--- src/rtl/cache_cmd_controller.sv ---
// Command sequencer in front of the cache memory block: expands GET/PUT/DEL requests into
// single-cycle read/delete/write strobes, returns value/hit/error and tracks occupancy.
module cache_cmd_controller #(
  parameter  int NUM_ENTRIES = 16,
  parameter  int KEY_WIDTH   = 16,
  parameter  int VALUE_WIDTH = 64,
  localparam int CNT_WIDTH   = $clog2(NUM_ENTRIES + 1)
) (
  input  logic                   clk,
  input  logic                   rst_n,
  input  logic                   req_valid,
  output logic                   req_ready,
  input  logic [1:0]             req_op,
  input  logic [KEY_WIDTH-1:0]   req_key,
  input  logic [VALUE_WIDTH-1:0] req_value,
  output logic                   resp_valid,
  input  logic                   resp_ready,
  output logic [VALUE_WIDTH-1:0] resp_value,
  output logic                   resp_hit,
  output logic                   resp_err,
  output logic                   mem_read,
  output logic                   mem_write,
  output logic                   mem_delete,
  output logic [KEY_WIDTH-1:0]   mem_key,
  output logic [VALUE_WIDTH-1:0] mem_value,
  input  logic [VALUE_WIDTH-1:0] mem_rd_value,
  input  logic                   mem_hit,
  output logic [CNT_WIDTH-1:0]   occupancy,
  output logic                   full
);

  typedef enum logic [2:0] {S_IDLE, S_LOOKUP, S_DELETE, S_WRITE, S_RESP} state_t;
  typedef enum logic [1:0] {OP_GET = 2'b00, OP_PUT = 2'b01, OP_DEL = 2'b10, OP_RSV = 2'b11} op_t;

  state_t                 r_state, w_next;
  op_t                    r_op;
  logic [KEY_WIDTH-1:0]   r_key;
  logic [VALUE_WIDTH-1:0] r_value;
  logic [VALUE_WIDTH-1:0] r_resp_value;
  logic                   r_resp_hit;
  logic                   r_resp_err;
  logic [CNT_WIDTH-1:0]   r_occ;
  logic                   w_full;
  logic                   w_accept;

  assign w_full   = (r_occ == CNT_WIDTH'(NUM_ENTRIES));
  assign w_accept = (r_state == S_IDLE) && req_valid;

  // NOTE: sequential state uses non-blocking assignments so every flop samples pre-edge values.
  always_ff @(posedge clk or negedge rst_n) begin
    if (!rst_n) r_state <= S_IDLE;
    else        r_state <= w_next;
  end

  // NOTE: every output of this block gets a default first, so no path can infer a latch.
  always_comb begin
    w_next     = r_state;
    req_ready  = 1'b0;
    resp_valid = 1'b0;
    mem_read   = 1'b0;
    mem_write  = 1'b0;
    mem_delete = 1'b0;
    case (r_state)
      S_IDLE: begin
        req_ready = 1'b1;
        if (req_valid) w_next = (op_t'(req_op) == OP_RSV) ? S_RESP : S_LOOKUP;
      end
      S_LOOKUP: begin
        mem_read = 1'b1;
        case (r_op)
          OP_PUT:  w_next = mem_hit ? S_DELETE : (w_full ? S_RESP : S_WRITE);
          OP_DEL:  w_next = mem_hit ? S_DELETE : S_RESP;
          default: w_next = S_RESP;
        endcase
      end
      S_DELETE: begin
        mem_delete = 1'b1;
        w_next     = (r_op == OP_PUT) ? S_WRITE : S_RESP;
      end
      S_WRITE: begin
        mem_write = 1'b1;
        w_next    = S_RESP;
      end
      S_RESP: begin
        resp_valid = 1'b1;
        if (resp_ready) w_next = S_IDLE;
      end
      default: w_next = S_IDLE;
    endcase
  end

  // Request copy, response fields and occupancy; the response is built while the FSM walks.
  always_ff @(posedge clk or negedge rst_n) begin
    if (!rst_n) begin
      r_op         <= OP_GET;
      r_key        <= '0;
      r_value      <= '0;
      r_resp_value <= '0;
      r_resp_hit   <= 1'b0;
      r_resp_err   <= 1'b0;
      r_occ        <= '0;
    end else begin
      if (w_accept) begin
        r_op         <= op_t'(req_op);
        r_key        <= req_key;
        r_value      <= req_value;
        r_resp_value <= '0;
        r_resp_hit   <= 1'b0;
        r_resp_err   <= (op_t'(req_op) == OP_RSV);
      end
      if (r_state == S_LOOKUP) begin
        r_resp_hit <= mem_hit;
        if (r_op == OP_GET && mem_hit)              r_resp_value <= mem_rd_value;
        if (r_op == OP_PUT && !mem_hit && w_full)   r_resp_err   <= 1'b1;
      end
      if (r_state == S_DELETE && r_occ != '0)       r_occ <= r_occ - CNT_WIDTH'(1);
      if (r_state == S_WRITE && !w_full)            r_occ <= r_occ + CNT_WIDTH'(1);
    end
  end

  // The memory bus idles at zero and carries the captured request while a command is in flight.
  assign mem_key    = (r_state != S_IDLE) ? r_key   : '0;
  assign mem_value  = (r_state != S_IDLE) ? r_value : '0;
  assign resp_value = r_resp_value;
  assign resp_hit   = r_resp_hit;
  assign resp_err   = r_resp_err;
  assign occupancy  = r_occ;
  assign full       = w_full;

  a_no_delete_when_empty: assert property (@(posedge clk) disable iff (!rst_n)
    (r_state == S_DELETE) |-> (r_occ != '0))
    else $error("delete issued with occupancy 0");

endmodule
--- config.mk ---
export PLATFORM = sky130hd
export DESIGN_NAME = cache_cmd_controller
export DESIGN_NICKNAME = d
export VERILOG_FILES = /design/src/rtl/cache_cmd_controller.sv
export SDC_FILE = /design/constraint.sdc
export NUM_CORES = 1
export LEC_CHECK = 0
export BUFFER_PORTS_ARGS = -buffer_cell sky130_fd_sc_hd__buf_2
export CAP_MARGIN = 20
export CORE_MARGIN = 5
export CORE_UTILIZATION = 45
export CTS_BUF_LIST = sky130_fd_sc_hd__clkbuf_4 sky130_fd_sc_hd__clkbuf_8 sky130_fd_sc_hd__clkbuf_16
export DETAILED_ROUTE_END_ITERATION = 7
export PLACE_DENSITY_LB_ADDON = 0.3
export SLEW_MARGIN = 20
export SYNTH_ARGS = -nofsm -noshare
export SYNTH_HDL_FRONTEND = slang
export SYNTH_SLANG_ARGS = --single-unit
--- constraint.sdc ---
create_clock -name clk -period 4.5 [get_ports clk]
set_input_delay 0.225 -clock clk [delete_from_list [all_inputs] [get_ports clk]]
set_output_delay 0.225 -clock clk [all_outputs]
set_load 0.05 [all_outputs]
[After elaboration in Yosys (flattened, before gate mapping)]
Index checks and enable logic that the tools add are counted.
Word-level totals
  bits in registers: 156
  bits in latches: 0
  RAM bits: 0
  memory bits (read-only): 0
  input port bits: 151
  memories kept: 0
Cells by class
  add/subtract/negate cells: 2
  multipliers: 0
  div/mod/pow operators: 0
  magnitude comparators: 0
  eq/ne operators: 10
  shift-type cells: 0
  muxes and demuxes: 26
  bitwise operators: 0
  reductions and logical operators: 15
Operators with widths (number)
  $mux W64: 4
  $mux W3: 7
  $mux W16: 1
  $pmux W3 S5: 1
  $mux W1: 10
  $mux W5: 2
  $eq A3 B2 Y1 const B: 2
  $logic_and A1 B1 Y1: 6
  $pmux W3 S2: 1
  $add A5 B1 Y5 const B: 1
  $eq A5 B5 Y1 const B: 1
  $reduce_bool A5 Y1: 1
  $sub A5 B1 Y5 const B: 1
  $eq A2 B2 Y1 const B: 2
  $ne A2 B2 Y1 const B: 2
  $reduce_bool A2 Y1: 2
  $eq A3 B1 Y1 const B: 1
  $eq A3 B3 Y1 const B: 1
  $logic_not A3 Y1: 1
  $reduce_bool A3 Y1: 1
  $eq A2 B1 Y1 const B: 1
  $logic_not A1 Y1: 2
  $logic_not A2 Y1: 1
  $reduce_and A2 Y1: 1

[Logic depth before layout (Yosys ltp)]
  depth in word-level cells: 5
  depth in mapped cells: 9
  depth with buffers taken out: 8

[Worst setup path before layout]
OpenSTA, ideal clock, no wires.
  path type: reg2reg
  start: register r_state[1]
  end: register r_occ[4], in the netlist occupancy[4]
  setup time: 84 ps
  arrival: 2937 ps
  data required time: 4416 ps
  path slack: 1479 ps
  cell stages (with the launch flop): 10
  period minus slack after synthesis: 3021 ps
  cells stage by stage: dfrtp_1 > buf_2 > nand2b_1 > nor2_1 > nand2_1 > fa_1 > a21o_1 > a211o_1 > a221oi_1 > a21boi_0
On the way
  word-level cells in the longest chain between the ends: 3
  elaborated cells on any way between the ends: 6
  those cells by class: eq/ne (2); mux (1); reduce/logical (3)
Ends and longest elaborated chain
  start, declared: line 35  | state_t r_state, w_next;
  start signal, assigned: line 52  | else r_state <= w_next;
  $eq A3 B2 Y1 (on tied branches): line 117, 116
  $logic_and A1 B1 Y1 (on tied branches): line 117, 116
  $mux W5 or $reduce_bool A2 Y1 (tied branches)
  end signal, assigned: line 116  | if (r_state == S_DELETE && r_occ != '0) r_occ <= r_occ - CNT_WIDTH'(1);
  end signal, assigned: line 117  | if (r_state == S_WRITE && !w_full) r_occ <= r_occ + CNT_WIDTH'(1);
  end, declared: line 42  | logic [CNT_WIDTH-1:0] r_occ;
Parallel ways exist; a longest one is shown, timed or not.
A chain may end at the register's enable or synchronous reset.

[Worst setup path after layout]
  start: register r_occ[0], in the netlist occupancy[0]
  end: register r_occ[4], in the netlist occupancy[4]
On the way
  word-level cells in the longest chain between the ends: 4
  elaborated cells on any way between the ends: 10
  those cells by class: add/sub (2); eq/ne (1); mux (2); reduce/logical (5)
Ends and longest elaborated chain
  branches (longest 4 deep; another with $sub A5 B1 Y5)
Several ways; the timed one is not identified. The select of a mux whose other input is x is not followed.

==> summary.md <==
| Metric | Value |
|---|---|
| CP Capture Type | flip-flop |
| Layout cells sized above 1 | between 30% and 40% |
| Async SR Flop Fraction | between 90% and 100% |
| Data arrival, critical path | 3.04 ns |
| Slew Viols, Final | 0 |
| CTS tree | done |
| CP Data Required Time | 4.83 ns |
| Final setup fails | 0 |
| Critical path launch point type | flip-flop |
| PD cells | 826 mW/mm² |
| Fill cell count | 1,250 |
| Fmax | 369 MHz |
| Sequential fraction of the synthesis area | 56.4% |
| Core area | 0.0151 mm² |
| HP Class | in2reg |
| Period utilisation layout | 60.1% |
| Pleak | 0.00537 µW |
| Setup bufs post-CTS | 0 |
| Antenna Nets Post-Route | 0 |
| Worst Setup Path Type | reg2reg |
| Main area contributors after synthesis | dfrtp_1 (56%), nand2_1 (21%), nor2b_1 (7.3%) |
| Via density | 4.76 |
| # rows | 45 |
| RSZ-0062 raised after global routing | false |
| Syn_area_per_cell | a little under 9 µm² |
| Dpl cells | roughly 1.2k |
| Layout area overhead | 42.1% |
| EDFF count, synth | 0 |
| Largest fanout on the critical path | 5 |
| Setup slack after layout | 1.79 ns |
| Place WS | 1.81 ns |
| GRT overflow | 0 |
| Slew margin rel. | 34.7% |
| Post-Syn Nets | 955 |
| Hold Vio Cnt, Final | 0 |
| Leading area contributor after synthesis | dfrtp_1 |
| Worst Skew | around 0.008 ns |
| Detailed Routing Iterations Pass 1 | 5 |
| Wire length per cell | around 15 µm |
| Status | complete, no violations |
| Total GRT Usage | 21.6% |
| TritonCTS buffer count | 17 |
| Period minus WS final | 2.71 ns |
| Clock Path Buffers | 2 |
| Cell Area, Synth | 0.00693 mm² |
| Number of antenna violations at the first check in global routing | 0 |
| Final Util | 65.0% |
| Layout Nets | approximately 1.3k |
| Ys flop type | dfrtp_1 |
| Top-area cell type share of the netlist area | 56.4% |
| DRC | 0 |
| Clock Latency Late Sink | 0.41 ns |
| Die Y | 134 µm |
| Die ar. | 0.0180 mm² |
| Worst Hold Slack | 0.0175 ns |
| # clock sinks | 156 |
| YS warnings | 0 |
| Via count | 6,404 |
| CTS resizes | 0 |
| Setup TNS | 0 ns |
| Largest net degree at the start of global routing | 129 |
| Post-Synthesis Cells | 797 |
| Ant diodes | 0 |
| Number of synthesized register bits | 156 |
| Die W | 134 µm |
| Worst slew pin tran | 0.980 ns |
| Max Cap Viol | 0 |
| Unique masters post-synth | 42 |
| Vias in the first global route | 6,358 |
| VDD IR-drop max | 378 µV |
| Global placer's final weighted congestion | 0.828 |
| DRT Wirelength | around 20 mm |
| Root buffer cell | clkbuf_16 |
| Reg clk slew, reported paths | 0.06 ns |
| Hpwl dp | 13.2 mm |
| First-pass GRT wire length | 31.3 mm |
| I/O Buffers | 307 |
| Layout Cells excl Fill | roughly 1.3k |
| Initial Util | between 40% and 50% |
| H-tree Lvls | 4 |
| DR iter-0 viols | 299 |
| # IOs | 308 |
-- cell usage in the layout, fill, tap and decap left out, drive strengths merged, types with 2 or more instances in the layout --
| master | Yosys | final |
|---|---|---|
| and3 | 3 | 3 |
| nor2 | 9 | 9 |
| buf | 32 | 314 |
| dlygate4sd3 | 0 | 64 |
| bufinv | 0 | 6 |
| a21o | 2 | 2 |
| nor3 | 2 | 2 |
| o21ai | 69 | 69 |
| dfrtp | 156 | 156 |
| xnor2 | 3 | 3 |
| nor2b | 81 | 81 |
| a21oi | 5 | 5 |
| nand2 | 380 | 380 |
| clkinv | 0 | 6 |
| clkbuf | 19 | 19 |
| ha | 6 | 6 |
| inv | 8 | 8 |
| nand3b | 2 | 2 |
-- cells in the mapped netlist, drive strengths merged (3+ instances only) --
master,instances
dfrtp,156
a21oi,5
buf,32
nor2b,81
nand2,380
xnor2,3
o21ai,69
clkbuf,19
and3,3
ha,6
inv,8
nor2,9
-- logic make-up (layout without fill, tap and decap cells) --
group | after synthesis | after routing | synth area share (%)
DFF | 156 | 156 | 56.4
muxes | 1 | 1 | 0.145
buffers and inverters | 59 | 418 | 4.52
and+or+nand+nor | 482 | 482 | 29.9
adders and majority gates | 7 | 7 | 1.37
AOI/OAI and AO/OA | 88 | 88 | 7.23
xor gates and xnor gates | 4 | 4 | 0.506
-- report_power, final --
part | total [µW] | internal, µW | switching (µW)
Clock | 1640 | 1070 | 574
Sequential | 2260 | 1950 | 310
Combinational | 4230 | 1020 | 3210
-- metal layers --
metal / vias up / part of all wire (%) / GRT usage [%]
li1: 3177 / - / -
met1: 2942 / 41 / 26.8
met2: 263 / 48 / 35.6
met3: 22 / 9.4 / 7.88
met4: 0 / 1.6 / 6.90
met5: - / 0 / 0
-- worst max-delay path, cell delays in order, from the launching register on --
cell and delay [ns]:
dfrtp_1 0.45, nor4_1 0.57, nand2_1 0.18, nand2_1 0.20, ha_1 0.30, a21o_1 0.20, a211o_1 0.29, a221oi_1 0.24
a21boi_0 0.19
-- layout make-up --
cell class                      count  area, µm²  share of cell area (%)
Clock buffer                       19        447                    4.54
Clock inverter                     13        240                    2.44
Inverter                            8       30.0                   0.305
Multi-Input combinational cell    582       2730                    27.7
Sequential cell                   156       3900                    39.7
Tap cell                          188        235                    2.39
Timing Repair Buffer              378       2260                    22.9
-- per-stage QoR --
stage	power [µW]	area, µm²
finish	8130	9840
global route	8590	9840
CTS	8180	9810
detailed placement	6480	8490
global placement	6420	8490
floorplan	5500	6930
-- sequential cells by signal, summed over array words and instances, names as in the netlist --
name,count
resp_value,64
r_op,2
resp_hit,1
r_value,64
occupancy,5
r_state,3
resp_err,1
r_key,16
-- what timing repair did --
item | in CTS | in global routing
endpoints found under the hold margin | 137 | 0
setup endpoints to repair | 0 | 0
hold buffers | 64 | 0
-- worst paths after layout --
path	start	end	slack [ns]	cells after the start
max	occupancy[0]	occupancy[4]	1.79	8
min	mem_rd_value[32]	resp_value[32]	0.02	3
max reg2reg	occupancy[0]	occupancy[4]	1.79	8
min reg2reg	r_value[47]	r_value[47]	0.47	2
max in group asynchronous	rst_n	r_key[7]	3.02	3
min in group asynchronous	rst_n	resp_value[15]	0.42	2
Note: power is estimated with default switching activity, not from simulation.
